[src/rtl/fusion_pkg.sv]
`default_nettype none
// ============================================================================
// Module      : fusion_pkg
// Description : Shared precision encodings and beat/slice helpers for the
//               brick fusion accumulator.
// Revision    : 1.0 - initial release
// ============================================================================
package fusion_pkg;

  // Operand precision encodings (prec == 3 behaves as 8-bit)
  localparam logic [1:0] PREC_2B = 2'd0;
  localparam logic [1:0] PREC_4B = 2'd1;
  localparam logic [1:0] PREC_8B = 2'd2;

  // Beat counter and shift-amount widths (16 beats max, shift 0..12)
  localparam int CNT_W   = 4;
  localparam int SHIFT_W = 4;

  // Number of brick partial products that make up one fused product
  function automatic logic [4:0] beats_per_op(input logic [1:0] prec);
    logic [4:0] beats;
    case (prec)
      PREC_2B: beats = 5'd1;
      PREC_4B: beats = 5'd4;
      default: beats = 5'd16;
    endcase
    return beats;
  endfunction

  // Number of 2-bit slices per operand
  function automatic logic [2:0] slices_per_op(input logic [1:0] prec);
    logic [2:0] slices;
    case (prec)
      PREC_2B: slices = 3'd1;
      PREC_4B: slices = 3'd2;
      default: slices = 3'd4;
    endcase
    return slices;
  endfunction

endpackage : fusion_pkg
`default_nettype wire

[src/rtl/fusion_slice_index.sv]
`default_nettype none
// ============================================================================
// Module      : fusion_slice_index
// Description : Beat counter with latched precision. Derives the slice pair
//               (i, j) of the current beat, its shift amount 2*(i+j) and the
//               last-beat flag.
// Revision    : 1.0 - initial release
// ============================================================================
module fusion_slice_index
  import fusion_pkg::*;
(
  input  logic               clk,
  input  logic               rst,
  input  logic               i_adv,
  input  logic [1:0]         i_prec,
  output logic [CNT_W-1:0]   o_cnt,
  output logic [SHIFT_W-1:0] o_shamt,
  output logic               o_last
);

  logic [CNT_W-1:0] r_cnt;
  logic [1:0]       r_prec;
  logic [1:0]       w_prec_eff;
  logic [2:0]       w_n;
  logic [1:0]       w_i;
  logic [1:0]       w_j;
  logic [2:0]       w_ij_sum;

  // The first beat uses the live prec; later beats use the latched copy
  assign w_prec_eff = (r_cnt == '0) ? i_prec : r_prec;
  assign w_n        = slices_per_op(w_prec_eff);

  // N is a power of two, so k / N and k % N are plain bit fields of cnt
  always_comb begin
    w_i = 2'd0;
    w_j = 2'd0;
    case (w_n)
      3'd1: begin
        w_i = 2'd0;
        w_j = 2'd0;
      end
      3'd2: begin
        w_i = {1'b0, r_cnt[1]};
        w_j = {1'b0, r_cnt[0]};
      end
      default: begin
        w_i = r_cnt[3:2];
        w_j = r_cnt[1:0];
      end
    endcase
  end

  assign w_ij_sum = {1'b0, w_i} + {1'b0, w_j};
  assign o_shamt  = {w_ij_sum, 1'b0};
  assign o_last   = ({1'b0, r_cnt} == (beats_per_op(w_prec_eff) - 5'd1));
  assign o_cnt    = r_cnt;

  // Advance on every accepted beat; wrap to zero on the last beat of an op
  always_ff @(posedge clk or posedge rst) begin
    if (rst) begin
      r_cnt  <= '0;
      r_prec <= PREC_2B;
    end else if (i_adv) begin
      if (r_cnt == '0) begin
        r_prec <= i_prec;
      end
      if (o_last) begin
        r_cnt <= '0;
      end else begin
        r_cnt <= r_cnt + 1'b1;
      end
    end
  end

endmodule : fusion_slice_index
`default_nettype wire

[src/rtl/brick_fusion_accumulator.sv]
`default_nettype none
// ============================================================================
// Module      : brick_fusion_accumulator
// Description : Shift-add accumulator that fuses a stream of signed 2x2 brick
//               partial products into one 2/4/8-bit product and hands it
//               downstream over a valid/ready handshake.
// Revision    : 1.0 - initial release
// ============================================================================
module brick_fusion_accumulator
  import fusion_pkg::*;
#(
  parameter int PP_W  = 4,
  parameter int ACC_W = 20
) (
  input  logic             clk,
  input  logic             rst,
  input  logic             in_valid,
  output logic             in_ready,
  input  logic [PP_W-1:0]  pp,
  input  logic [1:0]       prec,
  output logic             out_valid,
  input  logic             out_ready,
  output logic [ACC_W-1:0] result,
  output logic             busy
);

  localparam logic [0:0] C_ST_ACCUM = 1'b0;
  localparam logic [0:0] C_ST_HOLD  = 1'b1;

  logic [0:0]         r_state;
  logic [ACC_W-1:0]   r_acc;
  logic [ACC_W-1:0]   r_result;

  logic               w_accept;
  logic [CNT_W-1:0]   w_cnt;
  logic [SHIFT_W-1:0] w_shamt;
  logic               w_last;
  logic [ACC_W-1:0]   w_pp_ext;
  logic [ACC_W-1:0]   w_base;
  logic [ACC_W-1:0]   w_acc_next;

  // in_ready depends only on registered state, never on in_valid/out_ready
  assign in_ready  = (r_state == C_ST_ACCUM);
  assign out_valid = (r_state == C_ST_HOLD);
  assign w_accept  = in_valid && in_ready;
  assign busy      = (w_cnt != '0);
  assign result    = r_result;

  fusion_slice_index u_slice_index (
    .clk     (clk),
    .rst     (rst),
    .i_adv   (w_accept),
    .i_prec  (prec),
    .o_cnt   (w_cnt),
    .o_shamt (w_shamt),
    .o_last  (w_last)
  );

  // First beat starts from zero so no stale partial sum leaks in
  assign w_pp_ext   = {{(ACC_W-PP_W){pp[PP_W-1]}}, pp};
  assign w_base     = (w_cnt == '0) ? '0 : r_acc;
  assign w_acc_next = w_base + (w_pp_ext << w_shamt);

  // Accumulate in ACCUM, publish on the last beat, hold until taken
  always_ff @(posedge clk or posedge rst) begin
    if (rst) begin
      r_state  <= C_ST_ACCUM;
      r_acc    <= '0;
      r_result <= '0;
    end else begin
      case (r_state)
        C_ST_ACCUM: begin
          if (w_accept) begin
            if (w_last) begin
              r_result <= w_acc_next;
              r_acc    <= '0;
              r_state  <= C_ST_HOLD;
            end else begin
              r_acc <= w_acc_next;
            end
          end
        end
        default: begin
          if (out_ready) begin
            r_state <= C_ST_ACCUM;
          end
        end
      endcase
    end
  end

endmodule : brick_fusion_accumulator
`default_nettype wire

[config.mk]
export PLATFORM = sky130hd
export DESIGN_NAME = brick_fusion_accumulator
export DESIGN_NICKNAME = d
export VERILOG_FILES = /design/src/rtl/fusion_pkg.sv /design/src/rtl/fusion_slice_index.sv /design/src/rtl/brick_fusion_accumulator.sv
export SDC_FILE = /design/constraint.sdc
export NUM_CORES = 1
export LEC_CHECK = 0
export ABC_CLOCK_PERIOD_IN_PS = 7900
export BUFFER_PORTS_ARGS = -buffer_cell sky130_fd_sc_hd__buf_2
export CAP_MARGIN = 20
export CORE_UTILIZATION = 45
export CTS_BUF_LIST = sky130_fd_sc_hd__clkbuf_2 sky130_fd_sc_hd__clkbuf_4 sky130_fd_sc_hd__clkbuf_8
export DETAILED_ROUTE_END_ITERATION = 16
export GPL_ROUTABILITY_DRIVEN = 0
export MAX_ROUTING_LAYER = met4
export PLACE_DENSITY_LB_ADDON = 0.2
export SYNTH_ARGS = -nofsm -noshare
export SYNTH_HDL_FRONTEND = slang
export SYNTH_SLANG_ARGS = --single-unit
[constraint.sdc]
create_clock -name clk -period 7.9 [get_ports clk]
set_clock_uncertainty 0.1 [all_clocks]
set_input_delay 0.395 -clock clk [delete_from_list [all_inputs] [get_ports clk]]
set_output_delay 0.395 -clock clk [all_outputs]
set_load 0.01 [all_outputs]
==> results.md, run 1 <==
- Max_cap viols: 0
- Skew-Pair Late Insertion Delay: 0.30 ns
- H-tree levels: 2
- Yosys top cell by area: dfrtp_1
- Die Ht: 89.4 um
- Max incr delay on CP: 0.79 ns
- Nature of the critical path endpoint: flop
- Core area: 0.00733 sq mm
- Fin crit period: 5.55 ns
- Final Cell Area: 0.00382 sq mm
- Crit path launch: u_slice_index.o_cnt[1]
- Commonest non-fill, non-tap cells in the layout: nand2_1, dfrtp_1, o21ai_0, buf_2, a21oi_1
- Detail Placement HPWL: 5730 um
- Status: completed
- ANT nets after route: 0
- Hold Violations, Final: 0
- Buf/Inv on CP: 3
- Global Route Usage Sum: 22.3%
- Clock sink count: 47
- Initial Utilization: 46.9%
- Vias in the first global route: 2810
- CP Max Fanout: 17
- Max-slew headroom: 33.8%
- Largest net degree at the start of global routing: 48
- Syn nets: 444
- Crit-path cells: inv_1 > ha_1 > nor3b_4 > buf_8 > mux2i_1 > a21o_1 > ha_1 > inv_1 > fa_1 > nand2b_1 > mux2i_1 > nor2b_1 > ha_1 > nand2_1 > o21ai_0 > nand2b_1 > o21ai_0 > a221oi_1 > and2_1 > o211ai_1
- Drt first pass iters: 4
- WP data required: 7.98 ns
- Post-Syn Area: 0.00344 sq mm
- Final Setup Violations: 0
- Critical path's slowest cell: fa_1
- Most common cell after layout, fill and taps aside: nand2_1
- Max-slew violations: 0
- Number of diodes: 0
- Main synth FF type: dfrtp_1
- Worst-Margin Slew: 0.992 ns
- Routed Wire Length: 7780 um
- Top cells by area, synth: dfrtp_1, ha_1, nand2_1, o21ai_0, nor2b_1
- Fmax: 180 MHz
- DRC viols: 0
- RSZ-0062 raised after global routing: false
- Setup TNS Final: 0 ns
- Clk slew on worst S/H paths: 0.09 ns
- Rows: 31
- First-pass GRT wire length: 13200 um
- CTS Root Cell: clkbuf_8
- 1st-iter DRT viols: 186
- Avg Vias per Cell: 5.54
- Post-synth top area share: 34.2%
- Via count: 2953
- Cell variety after synth: 55
- Post-synthesis area per instance: 8.39 sq um
- Number of antenna violations at the first check in global routing: 0
- GRT overflow: 0
- CP Launch Type: flop
- CP arrival: 5.63 ns
- EDFF count, synth: 0
- Family with the most delay on the worst path: adder cells
- Synth Warn #: 0
- Worst Hold Launch: out_ready
- Hold WS: 0.168 ns
- Post-Synthesis Cells: 410
- CTS tree: built
- CTS max path bufs: 2
- I/O Buffers: 32
- Most frequent cell on the critical path: ha_1
- Die area: 0.00800 sq mm
- Number of synthesized register bits: 47
- Layout area overhead: 10.9%
- Ys async rst share: 100%
- I/O pins: 33
- FF-to-FF Start: u_slice_index.o_cnt[1]
- Final nets: 467
- HP Class: in2reg
- Share of cells above drive strength 1: 13.1%
- CTS buffer count: 5
- Wirelength per Cell: 14.6 um
- Die X: 89.4 um
- Final period utilization: 70.3%
- Post-Place Cell Area: 0.00365 sq mm
- Part of the Yosys area used for sequential elements: 34.2%
- Crit Path Class: reg2reg
-- sequential cells by signal, summed over array words and instances (netlist names) --
register / flops
u_slice_index.r_prec: 2
u_slice_index.o_cnt: 4
out_valid: 1
result: 20
r_acc: 20
-- per-layer routing --
metal | vias up | share of wire (%) | track usage [%]
met5 | - | 0 | -
met4 | 0 | 1.6 | 7.94
met3 | 11 | 3.0 | 2.86
met2 | 58 | 47 | 37.3
met1 | 1382 | 48 | 27.7
li1 | 1502 | - | -
-- area by class of cell --
type	count	area, sq um
clock buffer	6	82.6
timing repair buffer	38	228
sequential	47	1180
inverter	11	41.3
tap	99	124
fill	697	3510
clock inverter	2	35.0
multi-input combinational	330	2130
-- synth_stat cells (6+ instances only) --
cell / number
xor2_1: 8
mux2i_1: 7
a21oi_1: 27
ha_1: 22
o31ai_1: 17
nor2_1: 17
nor2b_1: 25
a21o_1: 6
and2_1: 9
inv_1: 11
nand2b_1: 9
xnor2_1: 7
nand2_1: 72
nor3_1: 7
dfrtp_1: 47
nand3_1: 6
clkbuf_1: 19
o21ai_0: 36
-- stage by stage --
stage	utilization, %	setup slack (ns)	cells
2_1_floorplan	-	3.21	410
3_3_place_gp	49.9	2.31	522
3_5_place_dp	49.9	2.16	522
4_1_cts	51.5	2.12	530
5_1_grt	52.1	1.91	533
6_report	52.1	2.35	533
-- path summary, 6_finish.rpt --
path,end,slack [ns],depth (start not counted)
max,r_acc[19],2.35,20
min,out_valid,0.17,2
max reg2reg,r_acc[19],2.35,20
min reg2reg,result[7],0.38,2
max in group asynchronous,result[8],6.71,4
min in group asynchronous,u_slice_index.r_prec[0],0.50,3
-- kinds of logic after synthesis --
group / synth area share [%]
mux: 3.35
flops: 34.2
compound gates: 21.3
fa+ha+maj: 9.16
buf+inv: 3.89
simple gates: 24.3
xor+xnor: 3.82
-- timing repair --
item	CTS	global route
resized for setup	0	0
setup endpoints to repair	0	0
hold endpoints to repair	0	14
hold buffers	0	1
buffers inserted	0	0
Power of run 1 is left out: the tool's default activity adds up to more than one toggle a clock period on the data nets, which glitch-free logic cannot reach.
==> run 2: changes to the inputs <==
--- a/config.mk
+++ b/config.mk
@@ -5,7 +5,7 @@
 export SDC_FILE = /design/constraint.sdc
 export NUM_CORES = 1
 export LEC_CHECK = 0
-export ABC_CLOCK_PERIOD_IN_PS = 7900
+export ABC_CLOCK_PERIOD_IN_PS = 4900
 export BUFFER_PORTS_ARGS = -buffer_cell sky130_fd_sc_hd__buf_2
 export CAP_MARGIN = 20
 export CORE_UTILIZATION = 45
==> constraint.sdc (replaced) <==
create_clock -name clk -period 4.9 [get_ports clk]
set_clock_uncertainty 0.1 [all_clocks]
set_input_delay 0.245 -clock clk [delete_from_list [all_inputs] [get_ports clk]]
set_output_delay 0.245 -clock clk [all_outputs]
set_load 0.01 [all_outputs]
==> results.md, run 2 (same netlist as run 1, synthesis figures left out) <==
- Max-slew headroom: 34.1% (+0.25 points)
- Number of antenna violations at the first check in global routing: 0 (unchanged)
- Fin crit period: 4.59 ns (-0.964 ns)
- Routed Wire Length: 7970 um (+2.5%)
- Buf/Inv on CP: 2 (-1)
- Clock sink count: 47 (unchanged)
- Avg Vias per Cell: 5.50 (-0.68%)
- Family with the most delay on the worst path: adder cells
- Die Ht: 89.4 um (unchanged)
- Crit path launch: u_slice_index.o_cnt[1]
- Share of cells above drive strength 1: 15.4% (+2.3 points)
- Final nets: 475 (+1.7%)
- Global Route Usage Sum: 22.4% (+0.13 points)
- GRT overflow: 0 (unchanged)
- Fin util: 52.7% (+0.58 points)
- Clk slew on worst S/H paths: 0.09 ns (about the same)
- Detail Placement HPWL: 5960 um (+4.1%)
- Status: completed
- Commonest non-fill, non-tap cells in the layout: nand2_1, dfrtp_1, o21ai_0, buf_2, a21oi_1
- Worst-Margin Slew: 0.989 ns (-0.00384 ns)
- Max incr delay on CP: 0.47 ns (-0.32 ns)
- Die X: 89.4 um (unchanged)
- Via count: 2977 (+0.81%)
- Crit Path Class: reg2reg
- DRC viols: 0 (unchanged)
- Critical path capture point: result[14]
- I/O pins: 33 (unchanged)
- Largest net degree at the start of global routing: 48 (unchanged)
- CTS buffer count: 5 (unchanged)
- R2R cell count: 19 (-5.0%)
- CP arrival: 4.68 ns (-0.95 ns)
- Dpl cells: 531 (+1.7%)
- Reg2Reg Setup Slack: 0.31 ns (-2.04 ns)
- Most common cell after layout, fill and taps aside: nand2_1
- Nature of the critical path endpoint: flop
- Final Non-Filler Cells: 541 (+1.5%)
- Hold Violations, Final: 0 (unchanged)
- WP data required: 4.99 ns (-2.99 ns)
- Final period utilization: 93.6% (+23 points)
- Max-slew violations: 0 (unchanged)
- Critical path's slowest cell: fa_2
- Crit-path cells: inv_1 > ha_1 > nor3b_4 > mux2i_1 > a21o_1 > ha_1 > inv_1 > fa_2 > nand2_1 > nor2_1 > ha_1 > fa_1 > a21oi_1 > nor2_1 > o31a_1 > o311ai_0 > nand2_1 > xnor2_1 > o21ai_0
- Setup slack after layout: 0.313 ns (-2.04 ns)
- 1st-iter DRT viols: 217 (+17%)
- Worst path depth: 19 (-5.0%)
- Fmax: 218 MHz (+21%)
- CP Launch Type: flop
- CTS Root Cell: clkbuf_8
- Vias in the first global route: 2802 (-0.28%)
- HP Class: in2reg
- Final Setup Violations: 0 (unchanged)
- Layout area overhead: 12.2%
- Number of diodes: 0 (unchanged)
- Rows: 31 (unchanged)
- CTS tree: built
- First-pass GRT wire length: 13300 um (+1.4%)
- RSZ-0062 raised after global routing: false
- Skew-Pair Late Insertion Delay: 0.31 ns (about the same)
- Most frequent cell on the critical path: ha_1
- Drt first pass iters: 4 (unchanged)
- Max_cap viols: 0 (unchanged)
- ANT nets after route: 0 (unchanged)
- Die area: 0.00800 sq mm (unchanged)
- CP Max Fanout: 8 (-9)
- CTS max path bufs: 2 (unchanged)
- I/O Buffers: 32 (unchanged)
- Pre-CTS WS: 0.267 ns (-1.89 ns)
- FF-to-FF Start: u_slice_index.o_cnt[1]
- Core area: 0.00733 sq mm (unchanged)
- Initial Utilization: 46.9% (unchanged)
- Wirelength per Cell: 14.7 um (+0.95%)
- Setup TNS Final: 0 ns (unchanged)
- H-tree levels: 2 (unchanged)
- Worst R2R End: result[14]
run 2: worst min path at each step:
stage / startpoint / to / cells past startpoint / slack [ns]
floorplan: out_ready / out_valid / 1 / 0.24
CTS: out_ready / out_valid / 2 / 0.005
detailed placement: out_ready / out_valid / 2 / 0.33
finish: out_ready / out_valid / 2 / 0.003
global route: out_ready / out_valid / 2 / 0.03
global placement: out_ready / out_valid / 2 / 0.32
run 2: cell type report:
type	count	area, sq um
clock inverters	1	5.00
flip-flops and latches	47	1180
clock buffers	7	83.8
inverters	11	41.3
repair buffers	46	284
multi-input cells	330	2150
well taps	99	124
fillers	693	3470
run 2: per-stage QoR:
stage,cell area [sq um],hold WS (ns)
final,3860,0.00321
after global routing,3860,0.0329
after CTS,3810,0.00537
after detailed placement,3720,0.334
after global placement,3720,0.322
after floorplan,3440,0.241
run 2: per-layer routing:
| layer | global-route usage [%] | share of wire [%] |
|---|---|---|
| met1 | 28.7 | 49 |
| met2 | 37.1 | 47 |
| met3 | 2.86 | 2.7 |
| met4 | 6.49 | 1.7 |
| met5 | - | 0 |
run 2: what timing repair did:
item                                   in CTS  in global routing
buffers inserted                            0                  0
endpoints found under the hold margin       0                 13
setup endpoints to repair                   0                  9
hold buffers                                0                  1
resized for setup                           0                  5
run 2: worst register-to-register path: stages (launching register included):
cell and delay [ns]:
dfrtp_1 0.38, inv_1 0.07, ha_1 0.14, nor3b_4 0.25
mux2i_1 0.27, a21o_1 0.16, ha_1 0.13, inv_1 0.05
fa_2 0.47, nand2_1 0.15, nor2_1 0.07, ha_1 0.21
fa_1 0.42, a21oi_1 0.20, nor2_1 0.09, o31a_1 0.32
o311ai_0 0.42, nand2_1 0.12, xnor2_1 0.33, o21ai_0 0.12
Power of run 2 is left out for the same reason.
